--- src/rtl/mem_access_stage_pkg.sv ---
// Shared constants for the memory-access stage.
//   REQ_LOAD / REQ_STORE : encodings of the request write-enable bit
//   RSP_Q_DEPTH          : number of entries in the load response queue
//   RSP_Q_CNT_W          : width of the queue occupancy counter (holds 0..depth)
package mem_access_stage_pkg;

  localparam logic REQ_LOAD  = 1'b0;
  localparam logic REQ_STORE = 1'b1;

  localparam int RSP_Q_DEPTH = 2;
  localparam int RSP_Q_CNT_W = $clog2(RSP_Q_DEPTH + 1);

endpackage

--- src/rtl/mem_access_stage_resp_fifo2.sv ---
// resp_fifo2: two-entry in-order FIFO holding {tag, data} load responses.
// No pass-through: a pushed entry becomes visible on head the next cycle.
// Ports:
//   clk, rst_n      clock and asynchronous active-low reset
//   push, push_data write one entry (ignored while full)
//   pop             retire the head entry (ignored while empty)
//   full, empty     occupancy flags, registered-state only
//   head            oldest entry; zero after reset
module resp_fifo2
  import mem_access_stage_pkg::*;
#(
  parameter int Width = 4
) (
  input  logic             clk,
  input  logic             rst_n,
  input  logic             push,
  input  logic [Width-1:0] push_data,
  input  logic             pop,
  output logic             full,
  output logic             empty,
  output logic [Width-1:0] head
);

  logic [Width-1:0]       ent_q [RSP_Q_DEPTH];
  logic [Width-1:0]       ent_d [RSP_Q_DEPTH];
  logic                   rd_ptr_q, rd_ptr_d;
  logic                   wr_ptr_q, wr_ptr_d;
  logic [RSP_Q_CNT_W-1:0] cnt_q, cnt_d;
  logic                   do_push, do_pop;

  assign full  = (cnt_q == RSP_Q_CNT_W'(RSP_Q_DEPTH));
  assign empty = (cnt_q == '0);
  assign head  = ent_q[rd_ptr_q];

  always_comb begin
    ent_d    = ent_q;
    rd_ptr_d = rd_ptr_q;
    wr_ptr_d = wr_ptr_q;
    cnt_d    = cnt_q;
    do_push  = push & ~full;
    do_pop   = pop & ~empty;
    if (do_push) begin
      ent_d[wr_ptr_q] = push_data;
      wr_ptr_d        = ~wr_ptr_q;
    end
    if (do_pop) begin
      rd_ptr_d = ~rd_ptr_q;
    end
    // Simultaneous push and pop leaves the occupancy unchanged.
    case ({do_push, do_pop})
      2'b10:   cnt_d = cnt_q + 1'b1;
      2'b01:   cnt_d = cnt_q - 1'b1;
      default: cnt_d = cnt_q;
    endcase
  end

  always_ff @(posedge clk or negedge rst_n) begin
    if (!rst_n) begin
      ent_q[0] <= '0;
      ent_q[1] <= '0;
      rd_ptr_q <= 1'b0;
      wr_ptr_q <= 1'b0;
      cnt_q    <= '0;
    end else begin
      ent_q    <= ent_d;
      rd_ptr_q <= rd_ptr_d;
      wr_ptr_q <= wr_ptr_d;
      cnt_q    <= cnt_d;
    end
  end

endmodule

--- src/rtl/mem_access_stage.sv ---
// mem_access_stage: sits between execute and a data memory with combinational
// read and synchronous write. Stores are written at the accepting edge; loads
// capture the memory read data at the accepting edge and return it, tagged,
// through a two-entry response queue. Wrapping load/store counters.
// Ports:
//   CLK, RSTN                       clock, asynchronous active-low reset
//   REQ_VALID/REQ_READY             request handshake
//   REQ_WE/ADD/DATA/TAG             request fields (1 = store)
//   MEM_ADD/MEM_DATAIN/MEM_WEN      memory drive
//   MEM_DATAOUT                     memory read data
//   RSP_VALID/RSP_READY             response handshake
//   RSP_DATA/RSP_TAG                response fields
//   LD_CNT/ST_CNT                   accepted loads/stores since reset
module mem_access_stage
  import mem_access_stage_pkg::*;
#(
  parameter int AddWidth  = 2,
  parameter int DataWidth = 2,
  parameter int TagWidth  = 2,
  parameter int CntWidth  = 8
) (
  input  logic                 CLK,
  input  logic                 RSTN,
  input  logic                 REQ_VALID,
  output logic                 REQ_READY,
  input  logic                 REQ_WE,
  input  logic [AddWidth-1:0]  REQ_ADD,
  input  logic [DataWidth-1:0] REQ_DATA,
  input  logic [TagWidth-1:0]  REQ_TAG,
  output logic [AddWidth-1:0]  MEM_ADD,
  output logic [DataWidth-1:0] MEM_DATAIN,
  output logic                 MEM_WEN,
  input  logic [DataWidth-1:0] MEM_DATAOUT,
  output logic                 RSP_VALID,
  input  logic                 RSP_READY,
  output logic [DataWidth-1:0] RSP_DATA,
  output logic [TagWidth-1:0]  RSP_TAG,
  output logic [CntWidth-1:0]  LD_CNT,
  output logic [CntWidth-1:0]  ST_CNT
);

  localparam int EntW = DataWidth + TagWidth;

  logic                acc;
  logic                ld_push;
  logic                rsp_pop;
  logic                q_full;
  logic                q_empty;
  logic [EntW-1:0]     q_head;
  logic [CntWidth-1:0] ld_cnt_q, ld_cnt_d;
  logic [CntWidth-1:0] st_cnt_q, st_cnt_d;

  // Ready depends only on registered occupancy, so a pop in a full cycle
  // frees space from the next cycle onward.
  assign REQ_READY  = ~q_full;
  assign acc        = REQ_VALID & REQ_READY;

  assign MEM_ADD    = REQ_ADD;
  assign MEM_DATAIN = REQ_DATA;
  assign MEM_WEN    = acc & (REQ_WE == REQ_STORE);
  assign ld_push    = acc & (REQ_WE == REQ_LOAD);

  assign RSP_VALID  = ~q_empty;
  assign rsp_pop    = RSP_VALID & RSP_READY;
  assign RSP_DATA   = q_head[DataWidth-1:0];
  assign RSP_TAG    = q_head[EntW-1:DataWidth];

  assign LD_CNT     = ld_cnt_q;
  assign ST_CNT     = st_cnt_q;

  resp_fifo2 #(
    .Width(EntW)
  ) u_rsp_q (
    .clk      (CLK),
    .rst_n    (RSTN),
    .push     (ld_push),
    .push_data({REQ_TAG, MEM_DATAOUT}),
    .pop      (rsp_pop),
    .full     (q_full),
    .empty    (q_empty),
    .head     (q_head)
  );

  always_comb begin
    ld_cnt_d = ld_cnt_q;
    st_cnt_d = st_cnt_q;
    if (ld_push) ld_cnt_d = ld_cnt_q + 1'b1;
    if (MEM_WEN) st_cnt_d = st_cnt_q + 1'b1;
  end

  always_ff @(posedge CLK or negedge RSTN) begin
    if (!RSTN) begin
      ld_cnt_q <= '0;
      st_cnt_q <= '0;
    end else begin
      ld_cnt_q <= ld_cnt_d;
      st_cnt_q <= st_cnt_d;
    end
  end

endmodule

--- config.mk ---
export PLATFORM = sky130hd
export DESIGN_NAME = mem_access_stage
export DESIGN_NICKNAME = d
export VERILOG_FILES = /design/src/rtl/mem_access_stage_pkg.sv /design/src/rtl/mem_access_stage_resp_fifo2.sv /design/src/rtl/mem_access_stage.sv
export SDC_FILE = /design/constraint.sdc
export NUM_CORES = 1
export LEC_CHECK = 0
export CORE_MARGIN = 2
export CORE_UTILIZATION = 46
export CTS_CLUSTER_DIAMETER = 30
export CTS_CLUSTER_SIZE = 24
export DETAILED_ROUTE_END_ITERATION = 7
export GPL_TIMING_DRIVEN = 0
export PLACE_DENSITY = 0.77
export SETUP_SLACK_MARGIN = 0.2
export SLEW_MARGIN = 20
export SYNTH_ARGS = -nofsm -noshare
export SYNTH_HDL_FRONTEND = slang
export SYNTH_HIERARCHICAL = 1
export SYNTH_SLANG_ARGS = --single-unit
--- constraint.sdc ---
create_clock -name CLK -period 2.4 [get_ports CLK]
set_clock_uncertainty 0.15 [all_clocks]
set_input_delay 0.36 -clock CLK [delete_from_list [all_inputs] [get_ports CLK]]
set_output_delay 0.36 -clock CLK [all_outputs]
set_load 0.02 [all_outputs]
==> flow_summary.json <==
{
  "ctsRootBufferMaster": "clkbuf_4",
  "worst_pin_slew_ps": 603.8,
  "fin_crit_ps": 2109,
  "io_buffers": 35,
  "leakage_nw": 0.8348,
  "vias": 869,
  "rsz0062_at_grt": "false",
  "startpoint": "u_rsp_q/cnt_q[1]$_DFFE_PN0P_",
  "yosys.area.top_type": "dfrtp_1",
  "drv_slew": 0,
  "max_freq_ghz": 0.4741,
  "relSlewSlack": 0.5974,
  "yosysSeqAreaShare": 0.5364,
  "row_count": 19,
  "n_antenna_cell": 0,
  "grt_max_degree": 29,
  "async_flop_share": 1.000,
  "status": "finished clean",
  "synth_edf_count": 0,
  "drive_gt1_frac": 0.2431,
  "cp-start-kind": "flip-flop",
  "power.total_mw": 2.244,
  "setup_ws_ps": 290.8,
  "synth_fp_nets": 117,
  "vias_per_cell": 4.966,
  "antenna_found_initial": 0,
  "drc": 0,
  "synthCells": 101,
  "netlist_top_cells_area": "dfrtp_1 (54%), mux2_2 (12%), xnor2_1 (8.0%)",
  "layout.nets": 161,
  "wl_per_cell_um": 13.55,
  "coreArea_um2": 2734,
  "crit_path_max_fanout": 5,
  "hp-class": "reg -> reg",
  "ys_types": 20,
  "routed_wl_um": 2372,
  "reg2reg_from": "u_rsp_q/cnt_q[1]$_DFFE_PN0P_",
  "finalSetupViolCount": 0,
  "netlist_area_um2": 1306,
  "dr.first_iter.drc_count": 14,
  "die_x_um": 57.29,
  "arrival_ps": 1600,
  "die_y_um": 57.29,
  "fp.dieArea_um2": 3282,
  "r2r_slack_ps": 550,
  "yosysTopAreaCellShare": 0.5364,
  "grt_overflow": 0,
  "syn_to_final_growth_pct": 36.59,
  "fin_crit_sh": 0.8788,
  "hold_end": "ST_CNT[7]$_DFFE_PN0P_",
  "cts_tree": "yes",
  "hold_viol_final": 0,
  "cts_max_level": 1,
  "num_io_pins": 40,
  "required_ps": 1890,
  "synth_area_per_cell_um2": 12.93,
  "cts.path.max_buffers": 2,
  "hp-start": "ST_CNT[7]$_DFFE_PN0P_",
  "multi_input_area_um2": 555.5,
  "fillCellCount": 209,
  "numCtsBuffers": 3,
  "crit_path_end_kind": "output port",
  "ys_warn_count": 6,
  "hpwl_um": 1697,
  "gp_congestion": 0.7748,
  "grt_pass1_wl_um": 4015,
  "drtPass1Iterations": 3,
  "start_util": 0.4778,
  "clk_pin_slew_ps": 160,
  "seq_area_um2": 701.9,
  "insertion_delay_ps": 330,
  "cellPowerDensity_nw_per_um2": 1258,
  "ant_nets": 0,
  "reg2reg_to": "u_rsp_q/ent_q[5]$_DFFE_PN0P_",
  "first_global_vias": 920,
  "ir_drop_mv": 1.053,
  "r2r_cells": 5,
  "tns_ps": 0,
  "pre_cts_slack_ps": 34.30,
  "synthTopCellsByCount": "dfrtp_1 (28), mux2_2 (14), xnor2_1 (12), xor2_1 (7), nand4_1 (5)",
  "cap_viol_max_count": 0,
  "synth-main-ff-cell": "dfrtp_1",
  "synth_most_common_cell": "dfrtp_1",
  "ys_ff_latch": 28,
  "worstSetupPathType": "reg -> out",
  "min_path_cells": 1,
  "track_usage": 0.1576,
  "clock-sinks": 28
}
## stage by stage
step | cell area [um^2] | util | hold WS [ps] | std cells
finish | 1784 | 0.6526 | 331.0 | 175
global placement | 1695 | 0.6201 | 305.9 | 167
floorplan | 1306 | - | -85.59 | 101
detailed placement | 1690 | 0.6183 | 256.6 | 167
global route | 1784 | 0.6526 | 352.2 | 175
CTS | 1760 | 0.6439 | 338.1 | 173
## area by class of cell
cell class                      count  area share
Clock buffer                        3     0.01262
Tap cell                           31     0.02174
Timing Repair Buffer               39      0.2160
Inverter                            4    0.008415
Sequential cell                    28      0.3934
Buffer                              5     0.01964
Clock inverter                      1     0.01683
Multi-Input combinational cell     64      0.3114
## worst max-delay path, stage by stage, from the launching register on
cell and delay [ps]:
dfrtp_1 460, nand2b_4 100, inv_2 70, inv_1 60
clkdlybuf4s50_1 590
## cells in the final DEF, fill, tap and decap left out
cell type	count
nand2b_4	1
nand3b_2	1
dfrtp_2	1
and3_1	4
clkbuf_4	3
clkbuf_2	1
nor3b_4	2
nand4_1	5
buf_4	7
mux2_2	14
xnor2_1	12
bufinv_16	1
inv_2	1
dfrtp_1	27
nor2_1	3
xor2_1	7
and4b_2	1
buf_2	2
nand3_1	3
nor3_1	2
nand2_1	4
nor2b_1	2
clkdlybuf4s50_1	28
dlymetal6s2s_1	5
inv_1	3
ha_1	3
dlygate4sd3_1	1
## logic make-up (layout without fill, tap and decap cells)
| family | after synthesis | in the layout | share of synthesized area |
|---|---|---|---|
| xor+xnor | 19 | 19 | 0.1274 |
| mux | 14 | 14 | 0.1207 |
| simple gates | 28 | 28 | 0.1485 |
| flops | 28 | 28 | 0.5364 |
| buf+inv | 9 | 52 | 0.03831 |
| fa+ha+maj | 3 | 3 | 0.02874 |
## where the power goes
part | internal [mW] | switching (mW)
Clock | 0.169 | 0.138
Combinational | 0.582 | 0.487
Sequential | 0.669 | 0.199
Total | 1.42 | 0.825
## how the worst max path moves through the flow
stage                              endpoint  slack [ps]
2_1_floorplan  u_rsp_q/cnt_q[1]$_DFFE_PN0P_         500
3_3_place_gp   u_rsp_q/ent_q[5]$_DFFE_PN0P_          40
3_5_place_dp   u_rsp_q/ent_q[4]$_DFFE_PN0P_          30
4_1_cts                             MEM_WEN         200
5_1_grt                           REQ_READY         210
6_report                          REQ_READY         290
## what timing repair did
item                                   4_1_cts  5_1_grt
buffers inserted                             1        2
pin swaps                                    0        1
hold buffers                                 1        0
gates resized for setup                      2        7
setup endpoints to repair                    5        8
endpoints found under the hold margin       28        0
gates cloned                                 0        0
## routing by layer
metal	track usage	vias to the layer above	part of all wire
li1	-	426	-
met1	0.1899	415	0.43
met2	0.2841	26	0.51
met3	0.04989	2	0.056
met4	0.01993	0	0.0038
met5	0	-	0
## state kept, by name, indices dropped and copies added (netlist names)
signal	flops
u_rsp_q/rd_ptr_q	1
u_rsp_q/cnt_q	2
u_rsp_q/ent_q	8
u_rsp_q/wr_ptr_q	1
ST_CNT	8
LD_CNT	8
Note: power is estimated with default switching activity, not from simulation.
